==> src/rtl/taitosj_pf_pkg.sv <==
// Shared types and constants for the Taito SJ playfield tile fetch / serializer.
// The optional per-column scroll is controlled by TAITOSJ_PF_COLSCROLL_EN in the top module.
package taitosj_pf_pkg;

    localparam int PF_CELL_W = 8;
    localparam int PF_PLANES = 3;
    localparam int PF_COLS   = 32;
    localparam int PF_COL_W  = $clog2(PF_COLS);

    localparam logic [2:0] PH_CS   = 3'd0;
    localparam logic [2:0] PH_MAP  = 3'd1;
    localparam logic [2:0] PH_GFX  = 3'd2;
    localparam logic [2:0] PH_PEND = 3'd3;
    localparam logic [2:0] PH_RDY  = 3'd7;

    typedef enum logic [2:0] {
        S_CS,
        S_MAP,
        S_GFX,
        S_PEND,
        S_IDLE
    } pf_state_t;

    // The fetch state is a pure function of the beam phase, so a jump in SB_H
    // resynchronises the pipeline on the very next edge.
    function automatic pf_state_t phase_state(input logic [2:0] p);
        pf_state_t st;
        case (p)
            PH_CS:   st = S_CS;
            PH_MAP:  st = S_MAP;
            PH_GFX:  st = S_GFX;
            PH_PEND: st = S_PEND;
            default: st = S_IDLE;
        endcase
        return st;
    endfunction

endpackage

==> src/rtl/taitosj_pf_shifter.sv <==
// Three playfield plane shift registers plus the registered, blank-gated pixel output.
module pf_shifter
    import taitosj_pf_pkg::*;
(
    input  logic                              clk,
    input  logic                              srst,
    input  logic                              load,
    input  logic                              blank,
    input  logic [PF_PLANES*PF_CELL_W-1:0]    load_data,
    output logic [PF_PLANES-1:0]              pix,
    output logic                              opaque
);

    logic [PF_PLANES-1:0] pixel;
    logic [PF_PLANES-1:0] pix_reg;
    logic                 opaque_reg;

    genvar gi;
    generate
        for (gi = 0; gi < PF_PLANES; gi++) begin : g_plane
            logic [PF_CELL_W-1:0] shift_reg;

            always_ff @(posedge clk) begin
                if (srst) begin
                    shift_reg <= '0;
                end else if (load) begin
                    shift_reg <= load_data[gi*PF_CELL_W +: PF_CELL_W];
                end else begin
                    shift_reg <= {shift_reg[PF_CELL_W-2:0], 1'b0};
                end
            end

            // Bit 7 is the leftmost pixel of the cell.
            assign pixel[gi] = shift_reg[PF_CELL_W-1];
        end
    endgenerate

    always_ff @(posedge clk) begin
        if (srst) begin
            pix_reg    <= '0;
            opaque_reg <= 1'b0;
        end else begin
            pix_reg    <= blank ? '0 : pixel;
            opaque_reg <= !blank && (|pixel);
        end
    end

    assign pix    = pix_reg;
    assign opaque = opaque_reg;

endmodule

==> src/rtl/taitosj_pf_fetch.sv <==
// Playfield 8-cycle tile fetch pipeline (column scroll -> tile map -> pattern) feeding pf_shifter.
// Define TAITOSJ_PF_COLSCROLL_EN to enable per-column vertical scroll from the CS RAM.
module taitosj_pf_fetch
    import taitosj_pf_pkg::*;
#(
    parameter int CS_LAT = 1
) (
    input  logic        clkm_6MHZ,
    input  logic        RESET,
    input  logic [7:0]  SB_H,
    input  logic [7:0]  SB_V,
    input  logic        HBL,
    input  logic        VBL,
    input  logic [7:0]  SCRX,
    input  logic [7:0]  SCRY,
    output logic [4:0]  CS_ADDR,
    input  logic [7:0]  CS_DATA,
    output logic [9:0]  VRAM_ADDR,
    input  logic [7:0]  VRAM_DATA,
    output logic [10:0] GFX_ADDR,
    input  logic [23:0] GFX_DATA,
    output logic [2:0]  PF_PIX,
    output logic        PF_OPAQUE
);

    generate
        if (CS_LAT != 1) begin : g_cs_lat_check
            $error("taitosj_pf_fetch: only CS_LAT = 1 is supported");
        end
    endgenerate

    logic [2:0]           phase;
    pf_state_t            fetch_state;
    logic [PF_COL_W-1:0]  col_next;
    logic [PF_COL_W-1:0]  col_reg;
    logic [PF_COL_W-1:0]  cs_addr_next;
    logic [PF_COL_W-1:0]  cs_addr_reg;
    logic [7:0]           y_next;
    logic [7:0]           yrow_reg;
    logic [9:0]           vram_addr_reg;
    logic [10:0]          gfx_addr_reg;
    logic [23:0]          pend_reg;
    logic [23:0]          rdy_reg;
    logic                 cell_ok_reg;
    logic                 shift_load;

    assign phase       = SB_H[2:0];
    assign fetch_state = phase_state(phase);
    assign col_next    = SB_H[7:3] + 5'd1 + SCRX[7:3];

`ifdef TAITOSJ_PF_COLSCROLL_EN
    assign cs_addr_next = col_next;
    assign y_next       = SB_V + SCRY + CS_DATA;
`else
    logic cs_data_unused;
    assign cs_data_unused = ^CS_DATA;
    assign cs_addr_next   = '0;
    assign y_next         = SB_V + SCRY;
`endif

    // cell_ok_reg marks a fetch that started at p=0 after reset; a cell cut
    // short by reset therefore carries zeros instead of stale pattern data.
    always_ff @(posedge clkm_6MHZ) begin
        if (RESET) begin
            col_reg       <= '0;
            cs_addr_reg   <= '0;
            yrow_reg      <= '0;
            vram_addr_reg <= '0;
            gfx_addr_reg  <= '0;
            pend_reg      <= '0;
            cell_ok_reg   <= 1'b0;
        end else begin
            case (fetch_state)
                S_CS: begin
                    col_reg     <= col_next;
                    cs_addr_reg <= cs_addr_next;
                    cell_ok_reg <= 1'b1;
                end
                S_MAP: begin
                    yrow_reg      <= y_next;
                    vram_addr_reg <= {y_next[7:3], col_reg};
                end
                S_GFX: begin
                    gfx_addr_reg <= {VRAM_DATA, yrow_reg[2:0]};
                end
                S_PEND: begin
                    pend_reg <= cell_ok_reg ? GFX_DATA : '0;
                end
                default: begin
                end
            endcase
        end
    end

    // The shifter samples rdy_reg before this copy, so a fine offset of 7
    // still shows the previous cell on the shared edge.
    always_ff @(posedge clkm_6MHZ) begin
        if (RESET) begin
            rdy_reg <= '0;
        end else if (phase == PH_RDY) begin
            rdy_reg <= pend_reg;
        end
    end

    assign shift_load = (phase == SCRX[2:0]);

    pf_shifter u_shifter (
        .clk       (clkm_6MHZ),
        .srst      (RESET),
        .load      (shift_load),
        .blank     (HBL | VBL),
        .load_data (rdy_reg),
        .pix       (PF_PIX),
        .opaque    (PF_OPAQUE)
    );

    assign CS_ADDR   = cs_addr_reg;
    assign VRAM_ADDR = vram_addr_reg;
    assign GFX_ADDR  = gfx_addr_reg;

endmodule

==> config.mk <==
export PLATFORM = sky130hd
export DESIGN_NAME = taitosj_pf_fetch
export DESIGN_NICKNAME = d
export VERILOG_FILES = /design/src/rtl/taitosj_pf_pkg.sv /design/src/rtl/taitosj_pf_shifter.sv /design/src/rtl/taitosj_pf_fetch.sv
export SDC_FILE = /design/constraint.sdc
export NUM_CORES = 1
export LEC_CHECK = 0
export ABC_AREA = 1
export CORE_MARGIN = 10
export CORE_UTILIZATION = 24
export DETAILED_ROUTE_END_ITERATION = 16
export GPL_TIMING_DRIVEN = 0
export HOLD_SLACK_MARGIN = 0.15
export SYNTH_ARGS = -nofsm -noshare
export SYNTH_HDL_FRONTEND = slang
export SYNTH_SLANG_ARGS = --single-unit
==> constraint.sdc <==
create_clock -name clkm_6MHZ -period 4.25 [get_ports clkm_6MHZ]
set_input_delay 0.85 -clock clkm_6MHZ [delete_from_list [all_inputs] [get_ports clkm_6MHZ]]
set_output_delay 0.85 -clock clkm_6MHZ [all_outputs]
set_load 0.005 [all_outputs]
Word level (Yosys, flattened, before mapping) --
Cells that the tools add are included.
Cells by class: multiplexer cells 5, $add $sub $neg 3, equality and inequality tests 8, reductions and logical operators 7, bitwise operators 2
Operators by type and width (number):
- 2-to-1 mux 24 bit | 1
- 2-to-1 mux 8 bit | 3
- == test 3 x 2 -> 1 bit, second input constant | 4
- case mux 3 bit (4 select lines) | 1
- adder 8 bit | 1
- == test 3 x 1 -> 1 bit, second input constant | 2
- logical NOT 3 bit | 2
- adder 5 x 1 -> 5 bit, second input constant | 1
- adder 5 bit | 1
- OR reduction 2 bit | 2
- == test 3 bit | 1
- == test 3 bit, second input constant | 1
- OR reduction 3 bit | 1
- logical AND 1 bit | 1
- logical NOT 1 bit | 1
- NOT 1 bit | 1
- bitwise OR 1 bit | 1
Word-level totals: logic and storage cells 40, bits of input ports 76, register bits 106

Logic depth before layout (Yosys ltp) --
Gate-level depths: netlist (run 1).
depth in word-level cells 3, gate-level depth with buffers 10

Cells and area by module --
A second synthesis (run 1) with hierarchy kept.
Second synthesis, totals: cell total of the unflattened synthesis 595, area total of the unflattened synthesis 4712.0 sq um
By module, submodules not included:
- taitosj_pf_fetch | instances 1, area each 3560.9 sq um, seq. area each 1561.5 sq um, cells each 436
- pf_shifter | instances 1, area each 1151.1 sq um, seq. area each 560.5 sq um, cells each 159

Worst setup path after synthesis (run 1) --
No wires, ideal clock.
kind input port to flip-flop, from in SB_H[3], to reg col_reg[4], cell stages on the path 8, arrival time 1921 ps, setup slack 2214 ps, data required time 4135 ps, library setup time 115 ps, buffers on the path 0, path through inv_1 > ha_1 > fa_1 > nand3b_1 > nand3_1 > nand2_1 > o21ai_0 > inv_1
On the way: cells in the longest elaborated chain, start to end 2
Ends and longest elaborated chain:
- start, declared | RTL line taitosj_pf_fetch.sv:10 | input logic [7:0] SB_H,
- adder 5 x 1 -> 5 bit | RTL line taitosj_pf_fetch.sv:49 | assign col_next = SB_H[7:3] + 5'd1 + SCRX[7:3];
- adder 5 bit | RTL line taitosj_pf_fetch.sv:49
- end signal, assigned | RTL line taitosj_pf_fetch.sv:75 | col_reg <= col_next;
- end, declared | RTL line taitosj_pf_fetch.sv:35 | logic [PF_COL_W-1:0] col_reg;
Every way passes these cells. A chain may end at the register's enable or synchronous reset.

Final worst setup path (run 1) --
Same ends and word-level chain as after synthesis.

==> results of run 1 <==
## worst min path at each step
| stage | from | to | cells after the start |
|---|---|---|---|
| final | u_shifter.g_plane[2].shift_reg[2] | u_shifter.g_plane[2].shift_reg[3] | 2 |
| after global routing | u_shifter.g_plane[2].shift_reg[1] | u_shifter.g_plane[2].shift_reg[2] | 2 |
| after CTS | u_shifter.g_plane[1].shift_reg[1] | u_shifter.g_plane[1].shift_reg[2] | 2 |
| after detailed placement | u_shifter.g_plane[1].shift_reg[1] | u_shifter.g_plane[1].shift_reg[2] | 2 |
| after global placement | u_shifter.g_plane[2].shift_reg[4] | u_shifter.g_plane[2].shift_reg[5] | 2 |
| after floorplan | u_shifter.g_plane[1].shift_reg[6] | u_shifter.g_plane[1].shift_reg[7] | 2 |
## worst register-to-register path, stage by stage, from the launching register on
cell and delay, ns:
sky130_fd_sc_hd__dfxtp_1 0.31, sky130_fd_sc_hd__clkbuf_1 0.24, sky130_fd_sc_hd__clkbuf_1 0.41, sky130_fd_sc_hd__nand3_1 0.16, sky130_fd_sc_hd__a21oi_1 0.16
## cells in the mapped netlist (all sizes together)
master and n:
a21oi 86, a31oi 1, buf 16, clkbuf 20, clkinv 1, conb 1, dfxtp 106, fa 2
ha 11, inv 72, nand2 66, nand3 33, nand3b 3, nand4 1, nor2 41, o21a 3
o21ai 65, o21bai 2, or2 2, xnor2 5, xor2 4
## power by group through the flow
stage	combinational [mW]	sequential, mW	clock, mW
global route	0.306	1.06	0.839
CTS	0.273	1.05	0.799
detailed placement	0.272	1.07	0
finish	0.269	1.05	0.782
global placement	0.270	1.07	0
floorplan	0.146	1.07	0
## stage by stage
step / hold slack, ns / std cells
3_5_place_dp: 0.4192 / 861
6_report: 0.4279 / 876
5_1_grt: 0.4445 / 876
2_1_floorplan: 0.4084 / 545
4_1_cts: 0.4293 / 876
3_3_place_gp: 0.4142 / 861
## metal layers
layer | share of wire | track usage
met1 | 0.47 | 0.1157
met2 | 0.48 | 0.1575
met3 | 0.026 | 0.01571
met4 | 0.019 | 0.03951
met5 | 0 | 0
## final cells by class
cell class	count	area [um2]	share of cell area
timing repair buffer	91	910.9	0.1592
multi-input combinational	330	1690	0.2955
sequential	106	2122	0.3710
buffer	36	172.7	0.03018
clock inverter	5	40.04	0.006999
tap	225	281.5	0.04921
inverter	73	274.0	0.04790
clock buffer	10	229.0	0.04003
## cell families (layout without fill, tap and decap cells)
logic type,count (synthesis),in the layout,share of synthesized area
xor+xnor,9,9,0.01857
flops,106,106,0.5000
fa+ha+maj,13,13,0.04186
compound gates,157,157,0.1884
simple gates,146,146,0.1450
buf+inv,109,215,0.1052
other cells,1,5,0.0008836
==> impl_results.md, run 1 <==
* Path class of the lowest-slack min-delay path: reg -> reg
* Peak per-stage delay on the critical path at 0.46 ns
* CP Capture Point: col_reg[4]
* Maximum buffer depth of the clock tree at 2
* Most used cells in the layout excluding fill and tap cells: sky130_fd_sc_hd__dfxtp_1 (106), sky130_fd_sc_hd__clkdlybuf4s50_1 (91), sky130_fd_sc_hd__a21oi_1 (86)
* Half-perimeter wire length after placement at about 8600 um
* Number of antenna violations at the first check in global routing at 0
* Headroom to the max-slew limit at 0.6421
* Detailed-router iteration count before antenna repair at 4
* Count of hold-fix buffers inserted at cts at 0
* Initial DRC count at 163
* Critical Path, Cell by Cell: clkdlybuf4s50_1 > inv_1 > ha_1 > fa_1 > nand3b_1 > nand3_1 > nand2_1 > o21ai_0 > inv_1
* IR Drop Worst-Case VDD at ~0.00019 V
* Count of maximum capacitance violations at 0
* Crit path buffers/inverters at 3
* DRC violation count after routing at 0
* Area of the placeable core at between 15000 and 20000 um2
* Largest delay share family, worst path: adder cells
* Initial cell density of the core at 0.2454
* Synth top area share at 0.5000
* Via count at ~3600
* Sort of element at the start of the critical path: input port
* Int Pwr at around 1.6 mW
* CP Data Arrival Time at roughly 2.5 ns
* Overall power at 2.101 mW
* Die Height at 153.0 um
* Final std cell area, no fill at 5720 um2
* # nets final at between 700 and 800
* Required time of the critical path at roughly 4.5 ns
* H-tree depth reported by CTS at 3
* Wire length of the first global-routing pass at about 18000 um
* Post-Place Worst Slack at ~1.6 ns
* Detail-routed net length per standard cell at 12.56 um
* Library cell used as clock root buffer: sky130_fd_sc_hd__clkbuf_16
* Final setup violation count at 0
* Core Rows at 48
* Number of instances resized during post-cts repair at 0
* Vias in the first global route at 3517
* Logic depth of the worst register-to-register path at 4
* Worst setup slack after layout at 2.003 ns
* Static Leak at roughly 2.2 nW
* Count of unique library cells instantiated by Yosys at 26
* Register bit count reported by yosys at 106
* Final Hold Viols at 0
* Placed cell areas at 5451 um2
* Sum of negative setup slack at 0 ns
* Leading cell type in the layout, fill and taps excluded: sky130_fd_sc_hd__dfxtp_1
* Width of the chip at 153.0 um
* Fraction of layout cells with a size suffix above 1 at 0.05684
* DR vias/cell at between 4 and 5
* Relative contribution of sequential cells to total power at 0.500
* Count of clock tree sinks at ~110
* Die Area at 23400 um2
* Worst skew pair latency at 0.35 ns
* Proportion of synthesized chip area in sequential cells at 0.5000
* Slowest-stage cell, CP: sky130_fd_sc_hd__clkdlybuf4s50_1
* Most common cell on crit path: sky130_fd_sc_hd__inv_1
* Reg2reg start: cell_ok_reg
* CP startpoint: SB_H[3]
* Fillers at between 1500 and 2000
* Count of buffers added by post-CTS timing repair for setup at 0
* Final standard cell utilization of the core at 0.3307
* Area grow syn2layout at 34.79%
* Cells taking the most area after synthesis: sky130_fd_sc_hd__dfxtp_1 (50%), sky130_fd_sc_hd__a21oi_1 (10%), sky130_fd_sc_hd__inv_1 (6.1%)
* Slew at the pin with the worst max-slew slack at roughly 0.54 ns
* Per-instance average area after synthesis at between 7 and 8 um2
* TritonCTS clock tree: built
* Combined global-route utilization of all metal layers at 0.09376
* Count of input and output buffers at 91
* I/O Pins at 106
* Internal reg-to-reg setup slack at slightly below 3 ns
* Global route overflow at 0
* Endpoint type of the worst setup path: register
* Net switching fraction of the power at 0.2530
* Worst clock skew on the final layout at between 0.008 and 0.009 ns
* Number of clock buffers inserted by TritonCTS at 9
* Capture instance of the worst register-to-register path: pend_reg[0]
* Synth area leader: sky130_fd_sc_hd__dfxtp_1
* Number of pins with negative max-slew slack in the final report at 0
* Logic depth of the worst setup path including buffers at 9
* Clock Power Share at 0.372
* Routability-driven placement congestion ratio at roughly 0.76
* Cell count after synthesis at 541
* Number of diodes added for antenna fixing at 0
* Routed Antenna Nets at 0
* Syn. warnings at 0
* Critical-path maximum fanout at 2
* Result of the run: finished, final reports clean
* Type of the worst setup path: in -> reg
* Total wire length at about 11000 um
* Proportion of power drawn by combinational gates at 0.128
* Shortest clock period the worst path allows after layout at roughly 2.2 ns
* Post-synthesis cell area at about 4200 um2
* Switching power at 531.6 uW
* Highest attainable clock frequency at 445.0 MHz
* Maximum number of pins on one net before global-route repair at 18
* Power per cell area at ~370 nW/um2
* Final worst path period share at 0.5287
* Clock transition at the register clock pins on the worst setup and hold paths after CTS at around 0.070 ns
* RSZ-0062 raised after global routing: no
(Power assumes the default switching activity.)
==> run 2: changes to the inputs <==
==> constraint.sdc (replaced) <==
create_clock -name clkm_6MHZ -period 2 [get_ports clkm_6MHZ]
set_input_delay 0.4 -clock clkm_6MHZ [delete_from_list [all_inputs] [get_ports clkm_6MHZ]]
set_output_delay 0.4 -clock clkm_6MHZ [all_outputs]
set_load 0.005 [all_outputs]
==> results of run 2 <==
The final DEF is identical to that of run 1. Status: finished, final reports clean.
Main changes from that run: setup slack after placement 1.634 ns -> -0.1663 ns; setup slack after layout 2.003 ns -> 0.2030 ns; register-to-register setup slack 2.91 ns -> 0.66 ns; total power 2.101 mW -> 4.465 mW; worst IR drop on VDD 0.0001938 V -> 0.0004119 V
==> run 3: changes to the inputs <==
--- a/config.mk
+++ b/config.mk
@@ -6,11 +6,14 @@
 export NUM_CORES = 1
 export LEC_CHECK = 0
 export ABC_AREA = 1
+export CELL_PAD_IN_SITES_DETAIL_PLACEMENT = 0
+export CELL_PAD_IN_SITES_GLOBAL_PLACEMENT = 1
 export CORE_MARGIN = 10
 export CORE_UTILIZATION = 24
 export DETAILED_ROUTE_END_ITERATION = 16
 export GPL_TIMING_DRIVEN = 0
 export HOLD_SLACK_MARGIN = 0.15
+export PLACE_DENSITY_LB_ADDON = 0.1
 export SYNTH_ARGS = -nofsm -noshare
 export SYNTH_HDL_FRONTEND = slang
 export SYNTH_SLANG_ARGS = --single-unit
==> run 3 against run 2 <==
  * Clock power grew 11%
  * Global-route usage grew 0.36 points
  * Clock-buffer cell count unchanged
  * Critical path type unchanged
  * Power increased by 4.1%
  * Critical path depth stayed put
==> impl_results.md, run 3 (synthesis gave the netlist of run 1 again) <==
* Number of clock buffers inserted by TritonCTS at 9
* Peak per-stage delay on the critical path at roughly 0.45 ns
* Library cell used as clock root buffer: sky130_fd_sc_hd__clkbuf_16
* Headroom to the max-slew limit at 0.6594
* Global route overflow at 0
* Type of the worst setup path: in -> reg
* Count of placed standard cells including taps at 861
* Count of input and output buffers at between 90 and 100
* Most used cells in the layout excluding fill and tap cells: sky130_fd_sc_hd__dfxtp_1 (106), sky130_fd_sc_hd__clkdlybuf4s50_1 (91), sky130_fd_sc_hd__a21oi_1 (86)
* Detail-routed net length per standard cell at 12.98 um
* Maximum buffer depth of the clock tree at 2
* Routability-driven placement congestion ratio at about 0.73
* Critical Path, Cell by Cell: clkdlybuf4s50_1 > inv_1 > ha_1 > fa_1 > nand3b_1 > nand3_1 > nand2_1 > o21ai_0 > inv_1
* Endpoint type of the worst setup path: register
* Sort of element at the start of the critical path: input port
* IR Drop Worst-Case VDD at between 0.0004 and 0.0005 V
* Half-perimeter wire length after placement at 9032 um
* Count of buffers added by post-CTS timing repair for setup at 0
* Final Hold Slack at 0.4112 ns
* TritonCTS clock tree: built
* Slew at the pin with the worst max-slew slack at 0.5108 ns
* Detailed-router iteration count before antenna repair at 4
* Count of hold-fix buffers inserted at cts at 0
* Shortest clock period the worst path allows after layout at roughly 1.8 ns
* Routed Antenna Nets at 0
* Total wire length at about 11000 um
* Final setup violation count at 0
* Area of the placeable core at 17300 um2
* Initial DRC count at about 150
* Leading cell type in the layout, fill and taps excluded: sky130_fd_sc_hd__dfxtp_1
* Final Hold Viols at 0
* Maximum number of pins on one net before global-route repair at 19
* Clock transition at the register clock pins on the worst setup and hold paths after CTS at 0.08 ns
* Highest attainable clock frequency at between 500 and 600 MHz
* Worst skew pair latency at about 0.35 ns
* CP Data Arrival Time at 2.01 ns
* Width of the chip at roughly 150 um
* Number of diodes added for antenna fixing at 0
* Slowest-stage cell, CP: sky130_fd_sc_hd__clkdlybuf4s50_1
* Critical-path maximum fanout at 2
* Number of instances resized during post-cts repair at 0
* Count of clock tree sinks at 106
* Count of maximum capacitance violations at 0
* Worst setup slack after layout at between 0.2 and 0.25 ns
* Post-Place Worst Slack at -0.1451 ns
* Area grow syn2layout at 35.79%
* Final worst path period share at 0.8843
* Number of antenna violations at the first check in global routing at 0
* # nets final at approximately 740
* Wire length of the first global-routing pass at between 15000 and 20000 um
* Number of pins with negative max-slew slack in the final report at 0
* Required time of the critical path at 2.24 ns
* Via count at roughly 3600
* Power per cell area at between 800 and 900 nW/um2
* Core Rows at 48
* Result of the run: finished, final reports clean
* Path class of the lowest-slack min-delay path: in -> reg
* Combined global-route utilization of all metal layers at 0.09733
* Worst clock skew on the final layout at 0.008385 ns
* Die Height at around 150 um
* Fraction of layout cells with a size suffix above 1 at 0.05982
* Initial cell density of the core at 0.2454
* I/O Pins at 106
* Vias in the first global route at between 3000 and 4000
* DRC violation count after routing at 0
* Number of cells in the finished layout apart from fillers at 877
* Static Leak at between 2 and 2.5 nW
* H-tree depth reported by CTS at 3
* Most common cell on crit path: sky130_fd_sc_hd__inv_1
* RSZ-0062 raised after global routing: no
* DR vias/cell at 4.121
* Overall power at ~4.6 mW
* Die Area at 23400 um2
## run 3: per-stage QoR
step | setup TNS, ns | instance area (um2) | util
global placement | -0.6841 | 5451 | 0.3152
floorplan | 0 | 4259 | -
finish | 0 | 5763 | 0.3332
CTS | 0 | 5763 | 0.3332
global route | 0 | 5763 | 0.3332
detailed placement | -1.137 | 5451 | 0.3152
## run 3: final cells by class
class	instances	area [um2]
plain buffers	36	172.7
clock inverters	6	72.57
clock buffers	10	239.0
flip-flops and latches	106	2122
inverters	73	274.0
fillers	1868	11530
multi-input cells	330	1690
repair buffers	91	910.9
well taps	225	281.5
## run 3: worst max-delay path, delay by kind of cell
| family | cells | cell delay, ns |
|---|---|---|
| fa+ha+maj | 2 | 0.60 |
| simple gates | 3 | 0.33 |
| buf+inv | 3 | 0.54 |
| compound gates | 1 | 0.14 |
## run 3: where the power goes
group	switching, mW	leakage (nW)	internal [mW]
combinational	0.288	1.18	0.288
sequential	0.0339	0.862	2.20
clock	0.821	0.150	1.02
## run 3: routing by layer
| metal | up-vias | wire [um] | track usage |
|---|---|---|---|
| met5 | - | 0 | 0 |
| met4 | 0 | 187 | 0.03815 |
| met3 | 12 | 553 | 0.02722 |
| met2 | 78 | 4781 | 0.1437 |
| met1 | 1571 | 5861 | 0.1307 |
| li1 | 1953 | - | - |
## run 3: final timing paths
kind	startpoint	to	slack, ns	depth (start not counted)
setup reg to reg	cell_ok_reg	pend_reg[22]	0.64	4
hold reg to reg	u_shifter.g_plane[1].shift_reg[4]	u_shifter.g_plane[1].shift_reg[5]	0.43	2
hold / removal	RESET	pend_reg[12]	0.41	2
setup / recovery	SB_H[3]	col_reg[4]	0.23	9
